<file path="config.mk">
export PLATFORM = sky130hd
export DESIGN_NAME = alu_exec_pipe
export DESIGN_NICKNAME = d
export VERILOG_FILES = /design/src/rtl/alu_exec_pipe.sv
export SDC_FILE = /design/constraint.sdc
export NUM_CORES = 2
export LEC_CHECK = 0
export CORE_MARGIN = 4
export CORE_UTILIZATION = 54
export DETAILED_ROUTE_END_ITERATION = 7
export PLACE_DENSITY = 0.83
export SKIP_LAST_GASP = 1
export SYNTH_ARGS = -nofsm -noshare
export SYNTH_HDL_FRONTEND = slang
export SYNTH_SLANG_ARGS = --single-unit
</file>
<file path="constraint.sdc">
create_clock -name clk -period 6.7 [get_ports clk]
set_input_delay 2.01 -clock clk [delete_from_list [all_inputs] [get_ports clk]]
set_output_delay 2.01 -clock clk [all_outputs]
set_load 0.01 [all_outputs]
</file>
<file path="src/rtl/alu_exec_pipe.sv">
// alu_exec_pipe: two-stage (RR, EX/WB) ALU execution pipe with NUM_LANES independent lanes.
// Optional macro EXEC_BYPASS_EN forwards WB-stage results into RR register operand reads.
package common;
  localparam int unsigned DISPATCH_WIDTH       = 2;
  localparam int unsigned DISPATCH_ADDR_WIDTH  = 1;
  localparam int unsigned PHYS_REGS_ADDR_WIDTH = 6;
  localparam int unsigned ROB_ADDR_WIDTH       = 5;

  typedef enum logic [3:0] {
    ALU_ADD  = 4'd0,
    ALU_SUB  = 4'd1,
    ALU_AND  = 4'd2,
    ALU_OR   = 4'd3,
    ALU_XOR  = 4'd4,
    ALU_SLL  = 4'd5,
    ALU_SRL  = 4'd6,
    ALU_SRA  = 4'd7,
    ALU_SLT  = 4'd8,
    ALU_SLTU = 4'd9
  } alu_cmd_t;

  typedef enum logic [1:0] {
    OP_REG = 2'd0,
    OP_IMM = 2'd1,
    OP_PC  = 2'd2
  } op_type_t;

  typedef struct packed {
    logic                            valid;
    alu_cmd_t                        alu_cmd;
    op_type_t                        op1_type;
    logic [PHYS_REGS_ADDR_WIDTH-1:0] op1;
    op_type_t                        op2_type;
    logic [31:0]                     op2;
    logic [PHYS_REGS_ADDR_WIDTH-1:0] phys_rd;
    logic [DISPATCH_ADDR_WIDTH-1:0]  bank_addr;
    logic [ROB_ADDR_WIDTH-1:0]       rob_addr;
    logic [31:0]                     pc;
    logic [31:0]                     instr;
    logic                            is_branch_instr;
  } rr_stage_t;

  typedef struct packed {
    logic                            valid;
    logic [PHYS_REGS_ADDR_WIDTH-1:0] phys_rd;
    logic [31:0]                     data;
    logic [DISPATCH_ADDR_WIDTH-1:0]  bank_addr;
    logic [ROB_ADDR_WIDTH-1:0]       rob_addr;
    logic [31:0]                     pc;
    logic [31:0]                     instr;
    logic                            is_branch_instr;
  } wb_stage_t;
endpackage

module alu_exec_pipe
  import common::*;
#(
  parameter int unsigned NUM_LANES = DISPATCH_WIDTH
) (
  input  logic                            clk,
  input  logic                            rst,
  input  logic                            flush,
  input  logic                            issue_valid           [0:NUM_LANES-1],
  input  alu_cmd_t                        issue_alu_cmd         [0:NUM_LANES-1],
  input  op_type_t                        issue_op1_type        [0:NUM_LANES-1],
  input  logic [PHYS_REGS_ADDR_WIDTH-1:0] issue_op1             [0:NUM_LANES-1],
  input  op_type_t                        issue_op2_type        [0:NUM_LANES-1],
  input  logic [31:0]                     issue_op2             [0:NUM_LANES-1],
  input  logic [PHYS_REGS_ADDR_WIDTH-1:0] issue_phys_rd         [0:NUM_LANES-1],
  input  logic [DISPATCH_ADDR_WIDTH-1:0]  issue_bank_addr       [0:NUM_LANES-1],
  input  logic [ROB_ADDR_WIDTH-1:0]       issue_rob_addr        [0:NUM_LANES-1],
  input  logic [31:0]                     issue_pc              [0:NUM_LANES-1],
  input  logic [31:0]                     issue_instr           [0:NUM_LANES-1],
  input  logic                            issue_is_branch_instr [0:NUM_LANES-1],
  output logic [PHYS_REGS_ADDR_WIDTH-1:0] rf_raddr1             [0:NUM_LANES-1],
  output logic [PHYS_REGS_ADDR_WIDTH-1:0] rf_raddr2             [0:NUM_LANES-1],
  input  logic [31:0]                     rf_rdata1             [0:NUM_LANES-1],
  input  logic [31:0]                     rf_rdata2             [0:NUM_LANES-1],
  output logic                            wb_valid              [0:NUM_LANES-1],
  output logic [PHYS_REGS_ADDR_WIDTH-1:0] wb_phys_rd            [0:NUM_LANES-1],
  output logic [31:0]                     wb_data               [0:NUM_LANES-1],
  output logic [DISPATCH_ADDR_WIDTH-1:0]  wb_bank_addr          [0:NUM_LANES-1],
  output logic [ROB_ADDR_WIDTH-1:0]       wb_rob_addr           [0:NUM_LANES-1],
  output logic [31:0]                     wb_pc                 [0:NUM_LANES-1],
  output logic [31:0]                     wb_instr              [0:NUM_LANES-1],
  output logic                            wb_is_branch_instr    [0:NUM_LANES-1]
);
  localparam int unsigned PRW = PHYS_REGS_ADDR_WIDTH;

  rr_stage_t rr_q [NUM_LANES];
  rr_stage_t rr_d [NUM_LANES];
  wb_stage_t wb_q [NUM_LANES];
  wb_stage_t wb_d [NUM_LANES];

  function automatic logic [31:0] alu_eval(alu_cmd_t cmd, logic [31:0] a, logic [31:0] b);
    logic [31:0] r;
    r = '0;
    case (cmd)
      ALU_ADD:  r = a + b;
      ALU_SUB:  r = a - b;
      ALU_AND:  r = a & b;
      ALU_OR:   r = a | b;
      ALU_XOR:  r = a ^ b;
      ALU_SLL:  r = a << b[4:0];
      ALU_SRL:  r = a >> b[4:0];
      ALU_SRA:  r = 32'($signed(a) >>> b[4:0]);
      ALU_SLT:  r = {31'd0, $signed(a) < $signed(b)};
      ALU_SLTU: r = {31'd0, a < b};
      default:  r = '0;
    endcase
    return r;
  endfunction

  // RR capture: flush drops any same-cycle issue; payload holds when idle
  always_comb begin
    for (int i = 0; i < int'(NUM_LANES); i++) begin
      rr_d[i]       = rr_q[i];
      rr_d[i].valid = 1'b0;
      if (issue_valid[i] && !flush) begin
        rr_d[i].valid           = 1'b1;
        rr_d[i].alu_cmd         = issue_alu_cmd[i];
        rr_d[i].op1_type        = issue_op1_type[i];
        rr_d[i].op1             = issue_op1[i];
        rr_d[i].op2_type        = issue_op2_type[i];
        rr_d[i].op2             = issue_op2[i];
        rr_d[i].phys_rd         = issue_phys_rd[i];
        rr_d[i].bank_addr       = issue_bank_addr[i];
        rr_d[i].rob_addr        = issue_rob_addr[i];
        rr_d[i].pc              = issue_pc[i];
        rr_d[i].instr           = issue_instr[i];
        rr_d[i].is_branch_instr = issue_is_branch_instr[i];
      end
    end
  end

  // Operand select, ALU and WB capture
  always_comb begin
    logic [31:0] reg1;
    logic [31:0] reg2;
    logic [31:0] opa;
    logic [31:0] opb;
    logic [31:0] result;
    reg1   = '0;
    reg2   = '0;
    opa    = '0;
    opb    = '0;
    result = '0;
    for (int i = 0; i < int'(NUM_LANES); i++) begin
      reg1 = rf_rdata1[i];
      reg2 = rf_rdata2[i];
`ifdef EXEC_BYPASS_EN
      // Descending scan so the lowest matching lane is the last writer
      for (int j = int'(NUM_LANES) - 1; j >= 0; j--) begin
        if (wb_q[j].valid && (wb_q[j].phys_rd != '0)) begin
          if (wb_q[j].phys_rd == rr_q[i].op1)
            reg1 = wb_q[j].data;
          if (wb_q[j].phys_rd == rr_q[i].op2[PRW-1:0])
            reg2 = wb_q[j].data;
        end
      end
`endif
      case (rr_q[i].op1_type)
        OP_REG:  opa = reg1;
        OP_PC:   opa = rr_q[i].pc;
        default: opa = '0;
      endcase
      case (rr_q[i].op2_type)
        OP_REG:  opb = reg2;
        OP_IMM:  opb = rr_q[i].op2;
        default: opb = '0;
      endcase
      result = alu_eval(rr_q[i].alu_cmd, opa, opb);

      wb_d[i].valid           = rr_q[i].valid && !flush;
      wb_d[i].phys_rd         = rr_q[i].phys_rd;
      wb_d[i].data            = (rr_q[i].phys_rd == '0) ? '0 : result;
      wb_d[i].bank_addr       = rr_q[i].bank_addr;
      wb_d[i].rob_addr        = rr_q[i].rob_addr;
      wb_d[i].pc              = rr_q[i].pc;
      wb_d[i].instr           = rr_q[i].instr;
      wb_d[i].is_branch_instr = rr_q[i].is_branch_instr;
    end
  end

  always_ff @(posedge clk) begin
    if (rst) begin
      for (int i = 0; i < int'(NUM_LANES); i++) begin
        rr_q[i] <= '0;
        wb_q[i] <= '0;
      end
    end else begin
      for (int i = 0; i < int'(NUM_LANES); i++) begin
        rr_q[i] <= rr_d[i];
        wb_q[i] <= wb_d[i];
      end
    end
  end

  for (genvar g = 0; g < NUM_LANES; g++) begin : g_out
    assign rf_raddr1[g]          = rr_q[g].op1;
    assign rf_raddr2[g]          = rr_q[g].op2[PRW-1:0];
    assign wb_valid[g]           = wb_q[g].valid;
    assign wb_phys_rd[g]         = wb_q[g].phys_rd;
    assign wb_data[g]            = wb_q[g].data;
    assign wb_bank_addr[g]       = wb_q[g].bank_addr;
    assign wb_rob_addr[g]        = wb_q[g].rob_addr;
    assign wb_pc[g]              = wb_q[g].pc;
    assign wb_instr[g]           = wb_q[g].instr;
    assign wb_is_branch_instr[g] = wb_q[g].is_branch_instr;
  end

endmodule

</file>
# ---- Word level (Yosys, flattened, before mapping)
# Memories as Yosys holds them, arrays and structs flattened.
# Index checks and enable logic that the tools add are counted.
dict set report word_totals {
  ff_bits 0
  mem_bits_rw 468
  in_bits 379
  elab_cells 78
  n_memories 2
}
dict set report classes {
  addsub 4
  magnitude_cmp 4
  eq_ne 22
  n_shift 6
  muxes 17
  bitwise 10
  n_reduce_logical 13
}
# name depth word_bits rd rd_clocked_by_memory_dff write_ports line
set mem_list {}
lappend mem_list {rr_q 2 124 2 0 2 90} ;# rr_stage_t rr_q [NUM_LANES];
lappend mem_list {wb_q 2 110 2 0 2 92} ;# wb_stage_t wb_q [NUM_LANES];
# op n
set op_table {}
lappend op_table {{$pmux 32 s10} 2}
lappend op_table {{$mux 124} 4}
lappend op_table {{$pmux 32 s2} 4}
lappend op_table {{$mux 110} 2}
lappend op_table {{$lt 32x32->1} 4}
lappend op_table {{$add 32x32->32} 2}
lappend op_table {{$and 32x32->32} 2}
lappend op_table {{$mux 32} 2}
lappend op_table {{$or 32x32->32} 2}
lappend op_table {{$shl 32x5->32} 2}
lappend op_table {{$shr 32x5->32} 2}
lappend op_table {{$sshr 32x5->32} 2}
lappend op_table {{$sub 32x32->32} 2}
lappend op_table {{$xor 32x32->32} 2}
lappend op_table {{$eq 4x3->1 const B} 8}
lappend op_table {{$eq 4x2->1 const B} 4}
lappend op_table {{$eq 4x4->1 const B} 4}
lappend op_table {{$logic_not 6->1} 2}
lappend op_table {{$eq 4x1->1 const B} 2}
lappend op_table {{$logic_not 2->1} 4}
lappend op_table {{$logic_not 4->1} 2}
lappend op_table {{$eq 2x1->1 const B} 2}
lappend op_table {{$eq 2x2->1 const B} 2}
lappend op_table {{$logic_and 1x1->1} 4}
lappend op_table {{3 further kinds} 8}

# ---- Logic depth before layout (Yosys ltp)
dict set report logic_depth {
  depth_word 6
  depth_mapped 19
  ltp_nobuf 16
}

# ---- Worst setup path after synthesis
# Ideal clock, no wire load.
dict set report synth_timing {
  kind {input to register}
  start {in rf_rdata2[2] (netlist bit)}
  end {mem wb_q[0][181] (netlist bit)}
  setup_time_ns 0.081
  arrival_ns 5.904
  required_ns 6.619
  setup_slack_ns 0.715
  cell_stages 17
  n_path_buf 4
  cell_sequence {mux2i_1 or2_2 clkbuf_1 clkbuf_1 buf_1 clkbuf_1 ha_1 nor2b_1 o21ai_0 nand4_1 nand3_1 a41o_1 nor2_1 a2111oi_0 or4b_1 a21o_1 a41oi_1}
}
# element line
set synth_lines {}
lappend synth_lines {{start, declared} 78} ;# input logic [31:0] rf_rdata2 [0:NUM_LANES-1],
lappend synth_lines {{end, declared} 92}

==> flow_summary.toml <==
[run_status]
status = "finished, violations left"
violations = "DRC"

[placement]
hpwlAfterDp_um = 118000
gp_congestion = 1.16
io_buffers = 622

[global_routing]
grt_pass1_vias = 34600
grt_pass1_wl_um = 225000
grt_overflow_total = 0
grt_max_degree = 91
grtUsageTotal_pct = 45.9
antenna_found_initial = 9

[logic_synthesis]
synth_cell_type_count = 87
postSynthCellCount = 4138
syn-cell-area_um2 = 32700
syn_nets = 4715
avgSynthCellArea_um2 = 7.90
ys_seq_area_share_pct = 28.7
synth-async-reset-ratio_pct = 0
synth_flop_cell = "dfxtp_1"
ys_ff_latch = 468
synth_edf_count = 0
yosys_warnings = 0

[setup_path]
crit_fanout = 4
critPathKind = "primary input to flip-flop"
crit_required_ns = 7.25
reg2reg_to = "wb_q[0][102]"
cp.arrival_ns = 6.31
ff2ff_setup_slack_ns = 1.58
end_kind = "flip-flop"
start_kind = "primary input"
reg2reg_depth = 13
worstReg2RegStart = "rr_q[0][118]"

[timing]
tightest_slew_ns = 1.17
final-hold-violation-count = 0
drv_slew = 0
fmax_mhz = 173
skew_ns = 0.0298
setup_viol = 0
grt_setup_unrepaired = "no"
fin_crit_sh_pct = 86.1
min_period_ns = 5.77
slew_headroom_pct = 21.6
fin_tns_setup_ns = 0

[floorplan]
rows = 89
core-area_um2 = 59500
start_util_pct = 54.9
io_pins = 623
dieArea_um2 = 64500
die_x_um = 254
die_y_um = 254

[power]
powerDensity_nw_per_um2 = 235
p_leak_nw = 17.2
peakVddDrop_v = 0.000246

[cts]
clock_latency_ns = 0.64
holdBufCountCts = 0
clkSinkCount = 468
postCtsSetupBuffers = 0
cts_tree = "done"
numCtsBuffers = 49
ctsLongestPathBuffers = 3
htree_levels = 2
clkTransAtPathRegs_ns = 0.07
cts_root_buffer = "clkbuf_16"
ctsResizeCount = 0

[final_layout]
syn_to_final_growth_pct = 27.0
utilization_pct = 69.8
fillers = 4587
nNetsFinal = 5204
drive_above_1_share_pct = 8.79
final_common_cell = "clkdlybuf4s50_1"
multi_input_area_um2 = 21200
register_area_um2 = 9370
final_cell_mix = "clkdlybuf4s50_1, dfxtp_1, nand2_1"

[drt]
drt-vias-per-instance = 6.63
drc_errors = 2
vias = 36100
first_iter_violations = 4766
drtAntennaViolNets = 0
wl_um = 158000
wl_per_cell_um = 29.0
dr.pass1.iters = 8

[min_path]
hold_end = "wb_q[0][219]"
hp-start = "rr_q[0][247]"
holdPathStages = 1
hold_path.class = "flip-flop to flip-flop"

[run]
drv_cap = 0
critical path, cell delays in order:
cell and delay [ns]:
clkdlybuf4s50_1 0.45, mux2i_1 0.06, nor2_1 0.77, ha_1 0.36, nor2_1 0.10, a211o_1 0.31, and3_1 0.18, nor3_1 0.17
o22ai_1 0.20, a2111oi_0 0.59, o31ai_1 0.13, buf_4 0.17, a31o_2 0.24, or4b_1 0.46, o31ai_1 0.08
cell usage after synthesis, types with 72 or more instances:
library cell / number / share of area (%)
a21oi_1: 358 / 5.5
clkbuf_1: 243 / 2.8
dfxtp_1: 468 / 29
ha_1: 194 / 7.4
inv_1: 181 / 2.1
mux2i_1: 316 / 9.7
nand2_1: 431 / 5.0
nor2_1: 373 / 4.3
nor2b_1: 174 / 3.3
o21ai_0: 177 / 2.7
o22a_1: 155 / 4.2
or2_2: 72 / 1.4
stage by stage:
| step | cell area, µm² | power, mW | instances | hold WS (ns) | setup WS [ns] |
|---|---|---|---|---|---|
| floorplan | 32700 | 5.21 | 4138 | 0.406 | 0.715 |
| global placement | 39700 | 6.64 | 5349 | 0.408 | 0.484 |
| detailed placement | 39700 | 6.66 | 5349 | 0.429 | 0.467 |
| CTS | 41500 | 9.59 | 5440 | 0.447 | 1.05 |
| global route | 41500 | 10.0 | 5446 | 0.453 | 0.703 |
| finish | 41500 | 9.74 | 5449 | 0.442 | 0.934 |
sequential cells by signal, summed over array words and instances, names as in the netlist:
signal  flops
rr_q      248
wb_q      220
layer usage:
layer	track usage [%]	wire length, µm
met1	50.9	53800
met2	74.1	71000
met3	11.7	16300
met4	38.4	17000
met5	0.752	81
logic make-up after synthesis:
kind of cell	after synthesis	synth area share (%)
XOR/XNOR	36	0.965
adder cells (fa/ha/maj)	198	7.67
AO/OA/AOI/OAI	1255	25.9
AND/OR/NAND/NOR	1286	18.3
buffers and inverters	537	6.63
flip-flops	468	28.7
multiplexers	358	11.9
layout make-up:
type,instances,area share (%)
diodes,9,0.0543
well taps,773,2.33
flip-flops and latches,468,22.6
repair buffers,783,17.9
clock inverters,29,0.968
multi-input cells,3133,51.1
inverters,192,1.74
clock buffers,62,3.24
worst max path at each step:
stage	startpoint	cells after the start	slack, ns	endpoint
after floorplan	rf_rdata2[2]	17	0.71	wb_q[0][181]
after global placement	rf_rdata2[1]	18	0.48	wb_q[0][212]
after detailed placement	rf_rdata1[7]	15	0.47	wb_q[0][181]
after CTS	rf_rdata1[7]	15	1.05	wb_q[0][181]
after global routing	rf_rdata1[7]	15	0.70	wb_q[0][181]
final	rf_rdata1[47]	15	0.93	wb_q[0][102]
report_power, final:
part           internal [mW]  total, mW  switching (mW)
clock                   1.68       2.95            1.27
combinational           1.45       3.68            2.23
sequential              2.99       3.11           0.124
total                   6.12       9.74            3.62
Note: power is estimated with default switching activity, not from simulation.
